--- src/rtl/slot_reels_pkg.sv ---
// Shared definitions for the slot-machine reel generator: game states,
// LFSR constants, reel width and the reel/LFSR update helpers.
package slot_reels_pkg;

   localparam int unsigned REEL_W    = 5;
   localparam logic [15:0] LFSR_SEED = 16'hACE1;
   // Feedback taps at bits 15, 13, 12 and 10
   localparam logic [15:0] LFSR_TAPS = 16'hB400;

   typedef enum logic [1:0] {
      SPIN1 = 2'd0,
      SPIN2 = 2'd1,
      SPIN3 = 2'd2,
      DONE  = 2'd3
   } state_e;

   // Fibonacci LFSR step: shift left, feed XOR of tapped bits into bit 0
   function automatic logic [15:0] lfsr_next(input logic [15:0] x);
      return {x[14:0], ^(x & LFSR_TAPS)};
   endfunction

   // Advance a reel by s (1..4) modulo n, computed one bit wider than the reel
   function automatic logic [REEL_W-1:0] reel_advance(input logic [REEL_W-1:0] v,
                                                      input logic [2:0]        s,
                                                      input int unsigned       n);
      logic [REEL_W:0] sum;
      sum = {1'b0, v} + {{(REEL_W-2){1'b0}}, s};
      if (sum >= (REEL_W+1)'(n)) begin
         sum = sum - (REEL_W+1)'(n);
      end
      return sum[REEL_W-1:0];
   endfunction

endpackage

--- src/rtl/slot_reels_key_edge.sv ---
// Key conditioner: two-flop synchronizer on an active-low raw key followed
// by a falling-edge detector producing a registered one-cycle press pulse.
module key_edge (
   input  logic clk_i,
   input  logic resetn_i,
   input  logic key_n_i,
   output logic press_o
);

   logic meta_q;
   logic sync_q;
   logic prev_q;
   logic press_q;

   // Synchronize the key, remember its previous level and flag high-to-low
   always_ff @(posedge clk_i) begin
      if (!resetn_i) begin
         meta_q  <= 1'b1;
         sync_q  <= 1'b1;
         prev_q  <= 1'b1;
         press_q <= 1'b0;
      end else begin
         meta_q  <= key_n_i;
         sync_q  <= meta_q;
         prev_q  <= sync_q;
         press_q <= prev_q & ~sync_q;
      end
   end

   assign press_o = press_q;

endmodule

--- src/rtl/slot_reels.sv ---
// Reel generator: three reels spin on a divided tick with LFSR-derived
// steps; ordered key presses freeze them, then report round done/jackpot.
module slot_reels
   import slot_reels_pkg::*;
#(
   parameter int unsigned NUM_SYMBOLS = 10,
   parameter int unsigned STEP_DIV    = 2_500_000,
   parameter int unsigned RANDOM_STEP = 1
) (
   input  logic              clk,
   input  logic              resetn,
   input  logic              key_1,
   input  logic              key_2,
   input  logic              key_3,
   output logic [REEL_W-1:0] randomNum1,
   output logic [REEL_W-1:0] randomNum2,
   output logic [REEL_W-1:0] randomNum3,
   output logic [2:0]        reels_stopped,
   output logic              round_done,
   output logic              jackpot
);

   localparam int unsigned     CNT_W   = $clog2(STEP_DIV);
   localparam logic [CNT_W-1:0] CNT_MAX = CNT_W'(STEP_DIV - 1);

   logic [2:0]        press;
   logic [2:0]        freeze;
   logic [CNT_W-1:0]  cnt_q;
   logic              tick;
   logic [15:0]       lfsr_q;
   logic [2:0]        step   [3];
   logic [REEL_W-1:0] reel_q [3];
   logic [REEL_W-1:0] reel_d [3];
   state_e            state_q;
   logic [2:0]        stopped_q;
   logic              round_done_q;
   logic              jackpot_q;

   key_edge u_key1 (.clk_i(clk), .resetn_i(resetn), .key_n_i(key_1), .press_o(press[0]));
   key_edge u_key2 (.clk_i(clk), .resetn_i(resetn), .key_n_i(key_2), .press_o(press[1]));
   key_edge u_key3 (.clk_i(clk), .resetn_i(resetn), .key_n_i(key_3), .press_o(press[2]));

   // Tick divider: count 0..STEP_DIV-1 and wrap
   always_ff @(posedge clk) begin
      if (!resetn) begin
         cnt_q <= '0;
      end else if (cnt_q == CNT_MAX) begin
         cnt_q <= '0;
      end else begin
         cnt_q <= cnt_q + 1'b1;
      end
   end

   assign tick = (cnt_q == CNT_MAX);

   // Free-running LFSR, advances every clock
   always_ff @(posedge clk) begin
      if (!resetn) begin
         lfsr_q <= LFSR_SEED;
      end else begin
         lfsr_q <= lfsr_next(lfsr_q);
      end
   end

   // Only the press expected by the current state freezes a reel
   always_comb begin
      freeze = '0;
      case (state_q)
         SPIN1:   freeze[0] = press[0];
         SPIN2:   freeze[1] = press[1];
         SPIN3:   freeze[2] = press[2];
         default: freeze = '0;
      endcase
   end

   // Per-reel step and next value; a freezing reel keeps its pre-tick value
   always_comb begin
      for (int unsigned i = 0; i < 3; i++) begin
         if (RANDOM_STEP != 0) begin
            step[i] = 3'd1 + {1'b0, lfsr_q[2*i +: 2]};
         end else begin
            step[i] = 3'd1;
         end
         reel_d[i] = reel_q[i];
         if (tick && !stopped_q[i] && !freeze[i]) begin
            reel_d[i] = reel_advance(reel_q[i], step[i], NUM_SYMBOLS);
         end
      end
   end

   // Reel value registers
   always_ff @(posedge clk) begin
      if (!resetn) begin
         for (int unsigned i = 0; i < 3; i++) begin
            reel_q[i] <= '0;
         end
      end else begin
         for (int unsigned i = 0; i < 3; i++) begin
            reel_q[i] <= reel_d[i];
         end
      end
   end

   // Round FSM with registered freeze bits, round-done pulse and jackpot
   always_ff @(posedge clk) begin
      if (!resetn) begin
         state_q      <= SPIN1;
         stopped_q    <= '0;
         round_done_q <= 1'b0;
         jackpot_q    <= 1'b0;
      end else begin
         round_done_q <= 1'b0;
         case (state_q)
            SPIN1: begin
               if (freeze[0]) begin
                  stopped_q[0] <= 1'b1;
                  state_q      <= SPIN2;
               end
            end
            SPIN2: begin
               if (freeze[1]) begin
                  stopped_q[1] <= 1'b1;
                  state_q      <= SPIN3;
               end
            end
            SPIN3: begin
               if (freeze[2]) begin
                  stopped_q[2] <= 1'b1;
                  state_q      <= DONE;
                  round_done_q <= 1'b1;
                  // Reel 3 holds its current value on this edge, so compare as-is
                  jackpot_q    <= (reel_q[0] == reel_q[1]) && (reel_q[1] == reel_q[2]);
               end
            end
            DONE: begin
               if (press[2]) begin
                  stopped_q <= '0;
                  state_q   <= SPIN1;
                  jackpot_q <= 1'b0;
               end
            end
            default: state_q <= SPIN1;
         endcase
      end
   end

   assign randomNum1    = reel_q[0];
   assign randomNum2    = reel_q[1];
   assign randomNum3    = reel_q[2];
   assign reels_stopped = stopped_q;
   assign round_done    = round_done_q;
   assign jackpot       = jackpot_q;

endmodule

--- config.mk ---
export PLATFORM = sky130hd
export DESIGN_NAME = slot_reels
export DESIGN_NICKNAME = d
export VERILOG_FILES = /design/src/rtl/slot_reels_pkg.sv /design/src/rtl/slot_reels_key_edge.sv /design/src/rtl/slot_reels.sv
export SDC_FILE = /design/constraint.sdc
export NUM_CORES = 1
export LEC_CHECK = 0
export ABC_CLOCK_PERIOD_IN_PS = 5000
export CAP_MARGIN = 20
export CORE_MARGIN = 2
export CORE_UTILIZATION = 45
export DETAILED_ROUTE_END_ITERATION = 12
export PLACE_DENSITY = 0.64
export SYNTH_ARGS = -nofsm -noshare
export SYNTH_HDL_FRONTEND = slang
export SYNTH_HIERARCHICAL = 1
export SYNTH_SLANG_ARGS = --single-unit
export TNS_END_PERCENT = 20
--- constraint.sdc ---
create_clock -name clk -period 5 [get_ports clk]
set_clock_uncertainty 0.1 [all_clocks]
set_input_delay 0.5 -clock clk [delete_from_list [all_inputs] [get_ports clk]]
set_output_delay 0.5 -clock clk [all_outputs]
set_load 0.005 [all_outputs]
* After elaboration in Yosys (flattened, before gate mapping)
Memories as Yosys holds them, arrays and structs flattened.
Index checks and enable logic that the tools add are counted.
** Word-level totals
- Flip-flop bits (word level) :: 57
- Latch bits :: 0
- Memory bits (writable) :: 15
- Bits in read-only memories :: 0
- Word-level logic and storage cells :: 108
- Memories :: 1
** Memories
- reel_q :: depth 3, width 5, read ports 3, clocked after Yosys merged registers in 0, write ports 3, line slot_reels.sv:32 : logic [REEL_W-1:0] reel_q [3];
** Cells by class
- $add $sub $neg :: 10
- $mul :: 0
- Divide/modulo/power cells :: 0
- Magnitude comparators :: 3
- Equal/unequal tests :: 10
- Shift-type cells :: 0
- Mux-type cells :: 30
- Bitwise logic cells :: 10
- Reduce and logical (&&, ||, !) cells :: 24
** Operators by type and width (count)
- 5-bit two-way mux :: 9
- 22-bit by 1-bit adder with 22-bit output (second input constant) :: 1
- 22-bit == test (second input constant) :: 1
- 5-bit by 3-bit adder with 6-bit output :: 3
- 6-bit by 4-bit greater-or-equal comparator with 1-bit output (second input constant) :: 3
- 16-bit parity :: 1
- 5-bit by 4-bit subtractor with 5-bit output (second input constant) :: 3
- 1-bit two-way mux :: 11
- 5-bit == test :: 2
- 1-bit by 2-bit adder with 3-bit output (first input constant) :: 3
- 3-bit AND reduction :: 3
- 2-bit two-way mux :: 4
- 1-bit case mux with 2 select lines :: 4
- 2-bit case mux with 4 select lines :: 1
- 1-bit logical AND :: 7
- 1-bit logical NOT :: 6
- 2-bit != test (second input constant) :: 3
- 2-bit nonzero test :: 3
- 2-bit == test (second input constant) :: 2
- 1-bit inverter :: 4
- 4-bit AND reduction :: 1
- 1-bit AND :: 3
- 3-bit two-way mux :: 1
- 1-bit bitwise OR :: 3
- 5 further kinds :: 5

* Logic depth before layout (Yosys ltp)
Gate-level depths: netlist of the first run.
- Depth in word-level cells :: 6
- Gate-level depth with buffers :: 9

* By module
Netlist of the first run, hierarchy kept.
** By module, submodules not included
- slot_reels :: instances 1, cells each 433, area each 3534.6 um^2, seq. area each 1201.2 um^2
- key_edge :: instances 3, cells each 8, area each 107.6 um^2, seq. area each 80.1 um^2

* Worst setup path before layout of the first run
Ideal clock, no wire load.
- Kind :: reg-to-reg
- From :: memory reel_q[2][0] (netlist: reel_q[0][10])
- To :: memory reel_q[2][3] (netlist: reel_q[0][13])
- Setup time :: 70 ps
- Arrival time :: 2272 ps
- Required time :: 4830 ps
- Setup slack :: 2558 ps
- Stages on the path, launching flop included :: 9
- Buffers on the path :: 1
- Period minus slack after synthesis :: 2442 ps
- Path through :: dfxtp_1 -> inv_1 -> ha_1 -> fa_1 -> clkbuf_1 -> nand2b_1 -> or4b_2 -> and4_1 -> a21oi_1
** RTL lines (line)
- start: declaration :: slot_reels.sv:32

==> results of run 1 <==
## area by class of cell
cell class	instances	area (µm²)	area share
flip-flops and latches	72	1440	0.334
clock inverters	5	40.0	0.00926
multi-input cells	331	2210	0.512
well taps	105	131	0.0304
inverters	28	105	0.0243
clock buffers	10	138	0.0318
repair buffers	26	255	0.0591
## through the flow
| step | utilization | area (µm²) |
|---|---|---|
| after floorplan | - | 3860 |
| after global placement | 0.502 | 4140 |
| after detailed placement | 0.502 | 4140 |
| after CTS | 0.523 | 4320 |
| after global routing | 0.523 | 4320 |
| final | 0.523 | 4320 |
## metal layers
metal | vias up | GRT usage
met4 | 0 | 0.0681
met2 | 74 | 0.303
li1 | 1620 | -
met5 | - | 0
met3 | 10 | 0.0357
met1 | 1449 | 0.253
## how the worst max path moves through the flow
stage                       start  slack (ns)       endpoint  cells past startpoint
global route        reel_q[0][10]        2.21  reel_q[0][13]                      7
finish              reel_q[0][10]        2.36  reel_q[0][13]                      7
CTS                 reel_q[0][10]        2.37  reel_q[0][13]                      7
detailed placement  reel_q[0][10]        2.38  reel_q[0][13]                      7
global placement    reel_q[0][10]        2.44  reel_q[0][13]                      7
floorplan           reel_q[0][10]        2.56  reel_q[0][13]                      8
## placed cells by master (no fill, tap or decap), drive strengths merged, types with 2 or more instances in the layout
cell,instances
nand2,32
nor2,50
inv,30
nor2b,7
clkdlybuf4s50,24
a31oi,3
a41o,2
fa,3
buf,2
dfxtp,72
o31ai,6
a21o,3
o21a,3
nor4b,5
clkbuf,10
and2,8
o2111ai,2
xor2,16
a21oi,16
a211oi,5
nand3,14
nand4,8
or3,3
mux2i,8
ha,14
nor4,8
and3,6
and3b,3
or4,3
o21ai,22
clkinv,3
nor3,17
a21boi,2
xnor2,9
o22ai,3
o211ai,3
a2111oi,4
nand2b,22
or2,3
o311ai,3
## state kept, by name, indices dropped and copies added (netlist names), 2 cells and up
register	cells
reel_q	15
reels_stopped	3
cnt_q	22
lfsr_q	16
state_q	2
## power by group through the flow
stage	Sequential, mW	Combinational [mW]	Clock, mW
2_1_floorplan	0.619	0.127	0
3_3_place_gp	0.623	0.159	0
3_5_place_dp	0.624	0.164	0
4_1_cts	0.610	0.164	0.437
5_1_grt	0.613	0.187	0.460
6_report	0.610	0.165	0.425
## cells by family (layout without fill, tap and decap cells)
logic type	Yosys count	after routing	share of synthesized area
simple gates	192	192	0.273
compound gates	88	88	0.158
flops	72	72	0.374
buf+inv	54	69	0.0545
xor+xnor	25	25	0.0568
fa+ha+maj	17	17	0.0610
mux	9	9	0.0237
==> impl_metrics.json, run 1 <==
{
  "viasPerCell": 5.46,
  "post_cts_resized": 0,
  "overflow": 0,
  "syn_area_per_cell_um2": 8.44,
  "antenna_left": 0,
  "syn_nets": 479,
  "rr_worst_depth": 7,
  "grt_pass1_wl_um": 13700,
  "synth_top_cell_area_share": 0.374,
  "netlist_instances": 457,
  "arrival_ns": 2.82,
  "coreArea_um2": 8260,
  "area_growth_pct": 12.0,
  "place_inst": 562,
  "cts_tree": "yes",
  "path_cells": "inv_1 > ha_1 > fa_1 > inv_1 > or4b_2 > and4_1 > a21oi_1",
  "grt_setup_unrepaired": "false",
  "r2r_start": "reel_q[0][10]",
  "num_rows": 33,
  "min_period_over_period": 0.527,
  "cap_violations": 0,
  "antenna_found_initial": 0,
  "post_cts_buffers": 0,
  "path_delay_family": "adder cells",
  "yosysWarningCount": 6,
  "seqPwrFrac": 0.509,
  "crit_path_frequent_cell": "inv_1",
  "worstSetupEndpointType": "register",
  "cpPeakStageDelay_ns": 0.71,
  "r2r-end": "reel_q[0][13]",
  "htree_levels": 3,
  "p_sw_mw": 0.338,
  "slowest_stage": "fa_1",
  "stdcell_count": 577,
  "peakVddDrop_uv": 180,
  "grt_pass1_vias": 2928,
  "synth.largest_area_cell": "dfxtp_1",
  "port_buffers": 24,
  "fin_setup_tns_ns": 0,
  "intPower_mw": 0.862,
  "cts_buffers": 9,
  "relSlewSlack": 0.441,
  "first_pass_iters": 4,
  "floorplan.initialDensity": 0.467,
  "synth.distinct_cells": 61,
  "ys_seq_area_frac": 0.374,
  "holdWs_ns": 0.309,
  "nets": 490,
  "drtIter0Drc": 165,
  "dp_hpwl_um": 5430,
  "synth_top_flop_cell": "dfxtp_1",
  "holdBufCountCts": 0,
  "synth_enable_flop_cells": 0,
  "synth_most_common_cell": "dfxtp_1",
  "pre_cts_ws_ns": 2.38,
  "p_sw_frac": 0.282,
  "grt_usage": 0.189,
  "drc": 0,
  "rrSetupSlack_ns": 2.36,
  "dieArea_um2": 9330,
  "synth.cell_area_um2": 3860,
  "required_ns": 5.18,
  "finalWorstSetupSlack_ns": 2.36,
  "fmax_ghz": 0.379,
  "wl_um": 8000,
  "fillers": 780,
  "hold_end": "u_key1/sync_q",
  "hp-start": "u_key1/meta_q",
  "highest_layer": "met4",
  "worst_pin_slew_ns": 0.830,
  "grt_max_degree": 44,
  "status": "completed",
  "setup_viol": 0,
  "gp_congestion": 0.833,
  "synthTopCellsByCount": "dfxtp_1 (72), nor2_1 (50), nand2_1 (31)",
  "met3RoutedLength_um": 317,
  "routed-via-count": 3153,
  "clk_latency_ns": 0.35,
  "post-route-min-period_ns": 2.64,
  "clockRootBuffer": "clkbuf_8",
  "leakagePower_nw": 1.58,
  "wl_met1_um": 3930,
  "combPwrFrac": 0.137,
  "diodes": 0,
  "min_path_cells": 1,
  "drv_slew": 0,
  "worstSetupPathType": "reg -> reg",
  "ios": 25,
  "clk_path_buf_depth": 2,
  "ys_seq_elements": 72,
  "synthTopCellsByArea": "dfxtp_1 (37%), nor2_1 (4.9%), ha_1 (4.5%), xor2_1 (3.6%), nand2b_1 (3.6%)",
  "worstPathMaxFanout": 12,
  "hp-class": "reg -> reg",
  "post_drt_wl_per_cell_um": 13.9,
  "synthArstFlopShare": 0,
  "wl_met2_um": 3610,
  "clk_pin_slew_ns": 0.08,
  "powerDensity_nw_per_um2": 278,
  "drive_above_1_share": 0.0657,
  "hold_viol_final": 0,
  "totalPowerFinal_mw": 1.20,
  "fp.dieW_um": 96.6,
  "dieHeight_um": 96.6,
  "cts_num_sinks": 72,
  "critPathLaunchType": "register",
  "cp.buffers_inverters": 2,
  "clkPwrFrac": 0.354
}
Power figures use the tool's default switching activity.
==> run 2, diff against run 1 <==
--- a/config.mk
+++ b/config.mk
@@ -5,7 +5,7 @@
 export SDC_FILE = /design/constraint.sdc
 export NUM_CORES = 1
 export LEC_CHECK = 0
-export ABC_CLOCK_PERIOD_IN_PS = 5000
+export ABC_CLOCK_PERIOD_IN_PS = 2550
 export CAP_MARGIN = 20
 export CORE_MARGIN = 2
 export CORE_UTILIZATION = 45
==> constraint.sdc (replaced) <==
create_clock -name clk -period 2.55 [get_ports clk]
set_clock_uncertainty 0.1 [all_clocks]
set_input_delay 0.255 -clock clk [delete_from_list [all_inputs] [get_ports clk]]
set_output_delay 0.255 -clock clk [all_outputs]
set_load 0.005 [all_outputs]
==> impl_metrics.json, run 2 (synthesized netlist as in run 1, its figures left out) <==
{
  "rrSetupSlack_ns": 0.18,
  "highest_layer": "met4",
  "fillers": 792,
  "worstSetupPathType": "reg -> reg",
  "met3RoutedLength_um": 340,
  "rr_worst_depth": 8,
  "holdWs_ns": 0.310,
  "worst_pin_slew_ns": 0.678,
  "peakVddDrop_uv": 402,
  "r2r-end": "reel_q[0][6]",
  "status": "completed",
  "post-route-min-period_ns": 2.37,
  "hold_end": "u_key3/sync_q",
  "seq_area_um2": 1440,
  "required_ns": 2.66,
  "grt_pass1_wl_um": 13900,
  "min_period_over_period": 0.931,
  "clk_path_buf_depth": 2,
  "fmax_ghz": 0.421,
  "antenna_found_initial": 0,
  "first_pass_iters": 5,
  "gp_congestion": 0.897,
  "drtIter0Drc": 163,
  "dieHeight_um": 96.6,
  "viasPerCell": 5.44,
  "cts_buffers": 9,
  "nets": 506,
  "num_rows": 33,
  "clockRootBuffer": "clkbuf_8",
  "grt_usage": 0.191,
  "slowest_stage": "fa_2",
  "cts_tree": "yes",
  "post_drt_wl_per_cell_um": 13.6,
  "multiInputGateArea_um2": 2220,
  "fin_util": 0.540,
  "coreArea_um2": 8260,
  "area_growth_pct": 15.5,
  "htree_levels": 3,
  "port_buffers": 24,
  "hp-class": "reg -> reg",
  "reg.largest.list": "cnt_q: 22 flops, lfsr_q: 16 flops, reel_q: 15 flops",
  "cts_num_sinks": 72,
  "antenna_left": 0,
  "grt_pass1_vias": 2995,
  "wl_met1_um": 3810,
  "cap_violations": 0,
  "wl_um": 8060,
  "drv_slew": 0,
  "setup_viol": 0,
  "leakagePower_nw": 1.66,
  "clk_latency_ns": 0.36,
  "routed-via-count": 3229,
  "critPathLaunchType": "register",
  "powerDensity_nw_per_um2": 536,
  "drive_above_1_share": 0.102,
  "fp.dieW_um": 96.6,
  "wl_met2_um": 3790,
  "final_cell_mix": "dfxtp_1 (72), nor2_1 (50), nand2_1 (31)",
  "path_cells": "inv_1 > ha_1 > fa_2 > inv_1 > a2111oi_1 > o211ai_1 > nand4_1 > a21oi_1",
  "largest-register": "cnt_q",
  "ios": 25,
  "largest_reg_flops": 22,
  "min_path_cells": 1,
  "dieArea_um2": 9330,
  "place_inst": 578,
  "stdcell_count": 594,
  "diodes": 0,
  "worstSetupEndpointType": "register",
  "clk_pin_slew_ns": 0.08,
  "fin_setup_tns_ns": 0,
  "grt_setup_unrepaired": "true",
  "totalPowerFinal_mw": 2.39,
  "grt_max_degree": 26,
  "relSlewSlack": 0.548,
  "layout_commonest_cell": "dfxtp_1",
  "crit_path_frequent_cell": "inv_1",
  "drc": 0,
  "overflow": 0,
  "dp_hpwl_um": 5710,
  "hold_viol_final": 0,
  "cpPeakStageDelay_ns": 0.65,
  "hp-start": "u_key3/meta_q",
  "floorplan.initialDensity": 0.467,
  "r2r_start": "reel_q[0][5]",
  "arrival_ns": 2.48,
  "worstPathMaxFanout": 11
}
==> run 2: power breakdown <==
| part | internal [mW] | switching (mW) |
|---|---|---|
| Clock | 0.373 | 0.490 |
| Combinational | 0.150 | 0.183 |
| Sequential | 1.17 | 0.0284 |
==> run 2: how the worst max path moves through the flow <==
stage                     cells after the start          start  slack [ns]             to
after global routing                          8   reel_q[0][5]       -0.02   reel_q[0][6]
after detailed placement                      8   reel_q[0][5]         0.1   reel_q[0][6]
final                                         8   reel_q[0][5]        0.18   reel_q[0][6]
after global placement                        8   reel_q[0][5]        0.17   reel_q[0][6]
after floorplan                               8  reel_q[0][10]        0.11  reel_q[0][13]
after CTS                                     8   reel_q[0][5]        0.07   reel_q[0][6]
==> run 2: area by class of cell <==
type | count | share of cell area
Multi-Input combinational cell | 331 | 0.497
Sequential cell | 72 | 0.323
Timing Repair Buffer | 42 | 0.0842
Tap cell | 105 | 0.0295
Clock buffer | 9 | 0.0278
Inverter | 28 | 0.0236
Clock inverter | 7 | 0.0140
==> run 2: layer usage <==
layer  vias up  global-route usage
li1       1661                   -
met1      1494               0.244
met2        65               0.310
met3         9              0.0489
met4         0              0.0775
met5         -                   0
==> run 2: critical path, delay by kind of cell, from the launching register on <==
kind	cells	cell delay, ns
adders and majority gates	2	0.87
AOI/OAI and AO/OA	3	0.61
DFF	1	0.36
buffers and inverters	2	0.19
and+or+nand+nor	1	0.10
==> run 2: per-stage QoR <==
| stage | instance area (µm²) | worst slack, ns |
|---|---|---|
| global route | 4460 | -0.0231 |
| CTS | 4450 | 0.0703 |
| finish | 4460 | 0.177 |
| global placement | 4260 | 0.167 |
| floorplan | 3860 | 0.108 |
| detailed placement | 4260 | 0.0991 |
==> run 2: what timing repair did <==
item,in CTS,in global routing
setup buffers,0,0
hold buffers,0,0
gates resized for setup,0,3
endpoints found under the setup margin,0,4
